[config.mk]
export PLATFORM = sky130hd
export DESIGN_NAME = vga_timing_gen
export DESIGN_NICKNAME = d
export VERILOG_FILES = /design/src/rtl/vga_timing_pkg.sv /design/src/rtl/vga_timing_gen_wrap_counter.sv /design/src/rtl/vga_timing_gen.sv
export SDC_FILE = /design/constraint.sdc
export NUM_CORES = 1
export LEC_CHECK = 0
export BUFFER_PORTS_ARGS = -buffer_cell sky130_fd_sc_hd__buf_2
export CAP_MARGIN = 25
export CORE_AREA = 4 4 85 87
export DETAILED_ROUTE_END_ITERATION = 8
export DIE_AREA = 0 0 89 91
export GPL_ROUTABILITY_DRIVEN = 0
export GPL_TIMING_DRIVEN = 0
export SYNTH_ARGS = -nofsm -noshare
export SYNTH_HDL_FRONTEND = slang
export SYNTH_HIERARCHICAL = 1
export SYNTH_SLANG_ARGS = --single-unit
[constraint.sdc]
create_clock -name clk -period 8.9 [get_ports clk]
set_input_delay 1.335 -clock clk [delete_from_list [all_inputs] [get_ports clk]]
set_output_delay 1.335 -clock clk [all_outputs]
set_load 0.02 [all_outputs]
[src/rtl/vga_timing_pkg.sv]
// vga_timing_pkg: default 640x480@60 timing constants and derived-value helpers
package vga_timing_pkg;
  localparam int CW = 10;
  localparam int MAX_TOTAL = 1 << CW;
  localparam int H_ACTIVE_D = 640;
  localparam int H_FRONT_D = 16;
  localparam int H_SYNC_D = 96;
  localparam int H_BACK_D = 48;
  localparam int V_ACTIVE_D = 480;
  localparam int V_FRONT_D = 10;
  localparam int V_SYNC_D = 2;
  localparam int V_BACK_D = 33;
  function automatic int total(input int act, input int fp, input int sw, input int bp);
    return act + fp + sw + bp;
  endfunction
  function automatic int sync_start(input int act, input int fp);
    return act + fp;
  endfunction
  function automatic int sync_end(input int act, input int fp, input int sw);
    return act + fp + sw;
  endfunction
endpackage

[src/rtl/vga_timing_gen_wrap_counter.sv]
// wrap_counter: modulo counter with enable, sync reset to its last state and a wrap pulse
module wrap_counter
  import vga_timing_pkg::*;
#(
  parameter int MOD = H_ACTIVE_D + H_FRONT_D + H_SYNC_D + H_BACK_D
) (
  input  logic          clk,
  input  logic          rst_n,
  input  logic          i_en,
  output logic [CW-1:0] o_cnt,
  output logic [CW-1:0] o_next,
  output logic          o_wrap
);
  localparam logic [CW-1:0] MAX = CW'(MOD - 1);
  logic [CW-1:0] r_cnt;
  // next value includes reset so downstream decode always sees what the register will hold
  always_comb begin
    o_wrap = rst_n && i_en && (r_cnt == MAX);
    o_next = !rst_n ? MAX : !i_en ? r_cnt : (r_cnt == MAX) ? '0 : r_cnt + 1'b1;
  end
  // count register
  always_ff @(posedge clk) r_cnt <= o_next;
  assign o_cnt = r_cnt;
endmodule

[src/rtl/vga_timing_gen.sv]
// vga_timing_gen: raster scan position, syncs, strobes and frame counter, all registered
module vga_timing_gen
  import vga_timing_pkg::*;
#(
  parameter int H_ACTIVE = H_ACTIVE_D,
  parameter int H_FRONT = H_FRONT_D,
  parameter int H_SYNC = H_SYNC_D,
  parameter int H_BACK = H_BACK_D,
  parameter int V_ACTIVE = V_ACTIVE_D,
  parameter int V_FRONT = V_FRONT_D,
  parameter int V_SYNC = V_SYNC_D,
  parameter int V_BACK = V_BACK_D,
  parameter bit H_SYNC_POL = 1'b0,
  parameter bit V_SYNC_POL = 1'b0
) (
  input  logic          clk,
  input  logic          rst_n,
  input  logic          ce,
  output logic [CW-1:0] x,
  output logic [CW-1:0] y,
  output logic          frame_active,
  output logic          h_sync,
  output logic          v_sync,
  output logic          line_start,
  output logic          frame_start,
  output logic [7:0]    frame_count
);
  localparam int H_TOTAL = total(H_ACTIVE, H_FRONT, H_SYNC, H_BACK);
  localparam int V_TOTAL = total(V_ACTIVE, V_FRONT, V_SYNC, V_BACK);
  localparam int HS_START = sync_start(H_ACTIVE, H_FRONT);
  localparam int HS_END = sync_end(H_ACTIVE, H_FRONT, H_SYNC);
  localparam int VS_START = sync_start(V_ACTIVE, V_FRONT);
  localparam int VS_END = sync_end(V_ACTIVE, V_FRONT, V_SYNC);
  if (H_TOTAL > MAX_TOTAL || V_TOTAL > MAX_TOTAL) begin : g_size_check
    $error("vga_timing_gen: line or frame total exceeds coordinate range");
  end
  logic [CW-1:0] w_h_next;
  logic [CW-1:0] w_v_next;
  logic          w_h_wrap;
  logic          w_v_wrap;
  logic          w_active;
  logic          w_hs;
  logic          w_vs;
  logic          r_active;
  logic          r_hs;
  logic          r_vs;
  logic          r_ls;
  logic          r_fs;
  logic [7:0]    r_fc;
  wrap_counter #(.MOD(H_TOTAL)) u_h (
    .clk   (clk),
    .rst_n (rst_n),
    .i_en  (ce),
    .o_cnt (x),
    .o_next(w_h_next),
    .o_wrap(w_h_wrap)
  );
  wrap_counter #(.MOD(V_TOTAL)) u_v (
    .clk   (clk),
    .rst_n (rst_n),
    .i_en  (w_h_wrap),
    .o_cnt (y),
    .o_next(w_v_next),
    .o_wrap(w_v_wrap)
  );
  // decode of the position the counters are about to present
  always_comb begin
    w_active = int'(w_h_next) < H_ACTIVE && int'(w_v_next) < V_ACTIVE;
    w_hs = int'(w_h_next) >= HS_START && int'(w_h_next) < HS_END;
    w_vs = int'(w_v_next) >= VS_START && int'(w_v_next) < VS_END;
  end
  // flags load alongside the position; strobes follow the wrap pulses so they drop when ce is low
  always_ff @(posedge clk) begin
    if (!rst_n) begin
      r_active <= 1'b0;
      r_hs     <= ~H_SYNC_POL;
      r_vs     <= ~V_SYNC_POL;
      r_ls     <= 1'b0;
      r_fs     <= 1'b0;
      r_fc     <= '0;
    end else begin
      r_active <= w_active;
      r_hs     <= w_hs ? H_SYNC_POL : ~H_SYNC_POL;
      r_vs     <= w_vs ? V_SYNC_POL : ~V_SYNC_POL;
      r_ls     <= w_h_wrap;
      r_fs     <= w_v_wrap;
      r_fc     <= r_fc + {7'd0, w_v_wrap};
    end
  end
  assign frame_active = r_active;
  assign h_sync = r_hs;
  assign v_sync = r_vs;
  assign line_start = r_ls;
  assign frame_start = r_fs;
  assign frame_count = r_fc;
endmodule

==> results.md <==
* Status: completed
* Layout fillers at 659
* Antenna diodes at 0
* Initial core utilization at 24.61%
* Final #Nets at 213
* Synth warn at 6
* H-tree levels at 2
* MaxCap Viol Count at 0
* Routed vias at 1309
* Cell Area, Synth at approximately 0.0016 mm²
* Total power at 0.3636 mW
* Hold WC Path Type: register to register
* Crit path required time at 9.12 ns
* Worst-Skew Late Latency at 0.28 ns
* Period Utilization, post-route at between 40% and 50%
* Worst Clk Skew at 0.006866 ns
* Num ports at 36
* RSZ-0062 raised after global routing: false
* Non-Filler Instances at approximately 280
* Post-synthesis async set-or-reset flop share at 0%
* Post-Syn Instances at 163
* Die W at 89 µm
* Final core occ at between 30% and 40%
* Worst reg2reg startpoint: u_h/o_cnt[0]
* Synth cell types at 43
* Fin crit period at 4.029 ns
* Min-Delay Endpoint: frame_count[7]
* Reg2reg end: frame_count[6]
* Detailed placement HPWL at 2612 µm
* Cts hold-fix bufs at 0
* Combined area of the multi-input logic cells at 870.8 µm²
* Power Density at 188.9 mW/mm²
* FMAX at 0.2482 GHz
* Syn avg cell area at 9.587 µm²
* Core ar. at about 0.0063 mm²
* Sequential Power Share at 46.6%
* Critical Path AT at 4.25 ns
* Final setup violation count at 0
* Syn_nets at 171
* Die Y-Extent at 91 µm
* CTS tree: built
* Startpoint Class: primary input
* Slew @ Worst Pin at 0.7767 ns
* Setup_tns at 0 ns
* Clock buffer depth at 2
* Area contributors post-synth: dfxtp_1 42%, xnor2_1 4.5%, ha_1 4.0%
* DRC Markers at 0
* Pint at 0.2487 mW
* Total CTS buffers at 5
* PortBufs at 35
* Critical path peak fanout at 6
* GRT Total Usage at 8.952%
* Clock power share at between 30% and 40%
* Register bit total from synthesis at 33
* CTS resizes at 0
* FF-to-FF setup slack at 5.39 ns
* Routed Antenna Nets at 0
* Max Slew Vio Count at 0
* Layout cells sized above 1 at between 20% and 30%
* Inst Count DP at around 280
* Gate power share at 20.9%
* Area growth, synth to finish at 23.14%
* Core Rows at 29
* CTS sink cnt at 33
* Hold Startpoint: frame_count[7]
* Max IR drop VDD at 0.06241 mV
* Leakage at 0.7647 nW
* Clock transition at path regs at around 0.070 ns
* DR iter-0 viols at 48
* Top cells by count, synth: 33 x dfxtp_1, 11 x nand2_1, 10 x o21ai_0
* Sw frac at 31.59%
* Wire length per cell at 12.53 µm
* Min Hold Slack at 0.4888 ns
* Post-synth top area share at 42.27%
* Setup crit end kind: register
* R2r worst-path depth at 13
* Most common cell in the netlist: dfxtp_1
* Final WL at between 3000 and 4000 µm
* Post-synth EDFFs at 0
* Number of global-route vias before repair at 1128
* GR Overflow Total at 0
* Top FF cell, synth: dfxtp_1
* Setup bufs post-CTS at 0
* DRT Pass-1 Iters at 4
* Hold path cells at 2
* Cell taking the most area after synthesis: dfxtp_1
* Largest net degree at the start of global routing at 13
* Seq/Total Area, Yosys at 42.27%
* Final Hold Fails at 0
* Setup CP Type: primary input to register
* Global-route wire length before repair at 5692 µm
* Number of vias per cell at 4.642
* Psw at 0.1148 mW
* Antenna violations before repair at 0
* Slew headroom at 47.77%
* Die area at 0.008099 mm²
* Sequential standard cell area at 660.6 µm²
* Root Buffer: clkbuf_8
-- metrics by stage --
| stage | instance area [µm²] | setup WS, ns |
|---|---|---|
| 2_1_floorplan | 1563 | 5.197 |
| 3_3_place_gp | 1834 | 4.642 |
| 3_5_place_dp | 1834 | 4.584 |
| 4_1_cts | 1924 | 4.873 |
| 5_1_grt | 1924 | 4.652 |
| 6_report | 1924 | 4.871 |
-- power by group through the flow --
stage / logic [mW] / registers, mW / clock network [mW]
global route: 0.0836 / 0.171 / 0.130
finish: 0.0760 / 0.170 / 0.118
CTS: 0.0770 / 0.170 / 0.123
detailed placement: 0.0765 / 0.173 / 0
floorplan: 0.0450 / 0.183 / 0
global placement: 0.0762 / 0.173 / 0
-- cell type report --
class                           instances  area share (%)
Clock buffer                            6           4.291
Inverter                                5          0.9753
Buffer                                  3          0.6502
Timing Repair Buffer                   35           9.103
Tap cell                               77           5.006
Clock inverter                          1          0.3901
Multi-Input combinational cell        122           45.25
Sequential cell                        33           34.33
-- sequential cells by signal, indices dropped and copies added (netlist names) --
signal        flops
u_v/o_cnt        10
u_h/o_cnt        10
frame_count       8
frame_start       1
h_sync            1
v_sync            1
frame_active      1
line_start        1
-- worst max path at each step --
stage / from / end / cells past startpoint / slack (ns)
after global placement: ce / frame_count[6] / 13 / 4.64
after global routing: ce / frame_count[6] / 13 / 4.65
after detailed placement: ce / frame_count[6] / 13 / 4.58
after floorplan: ce / v_sync / 11 / 5.20
after CTS: ce / frame_count[6] / 13 / 4.87
final: ce / frame_count[6] / 13 / 4.87
-- kinds of logic (layout without fill, tap and decap cells) --
group                      after synthesis  in the layout  synth area share, %
buffers and inverters                    8             50                2.002
and+or+nand+nor                         73             73                31.46
AOI/OAI and AO/OA                       29             29                11.69
adders and majority gates                5              5                4.003
xor gates and xnor gates                13             13                7.286
DFF                                     33             33                42.27
muxes                                    2              2                1.281
-- critical path: stages --
cell and delay [ns]:
buf_2 0.14, and4_4 0.27, nand2_2 0.09, nor2_4 0.21, and2_1 0.19, buf_2 0.19
nand3_1 0.18, nor4_1 0.54, ha_1 0.29, ha_1 0.21, nand3_2 0.11, or3_1 0.36
a21boi_1 0.13
-- metal layers --
| layer | vias to the layer above | global-route usage [%] | wire, µm |
|---|---|---|---|
| li1 | 669 | - | - |
| met1 | 612 | 12.45 | 1738 |
| met2 | 23 | 12.38 | 1538 |
| met3 | 5 | 3.258 | 206 |
| met4 | 0 | 3.722 | 48 |
| met5 | - | 0 | 0 |
-- placed cells by master, fill, tap and decap left out, types with 3 or more instances in the layout --
cell type	count
o21ai_0	10
nand4_1	6
and2_1	8
dfxtp_1	33
or3_1	5
clkbuf_8	6
o31ai_1	3
ha_1	5
buf_2	36
xnor2_1	8
or4_1	3
nor2_1	5
xor2_1	5
and3_1	3
inv_1	5
nor3_1	3
nand2_1	11
nand3_1	7
a21oi_1	6
Power figures use the tool's default switching activity.
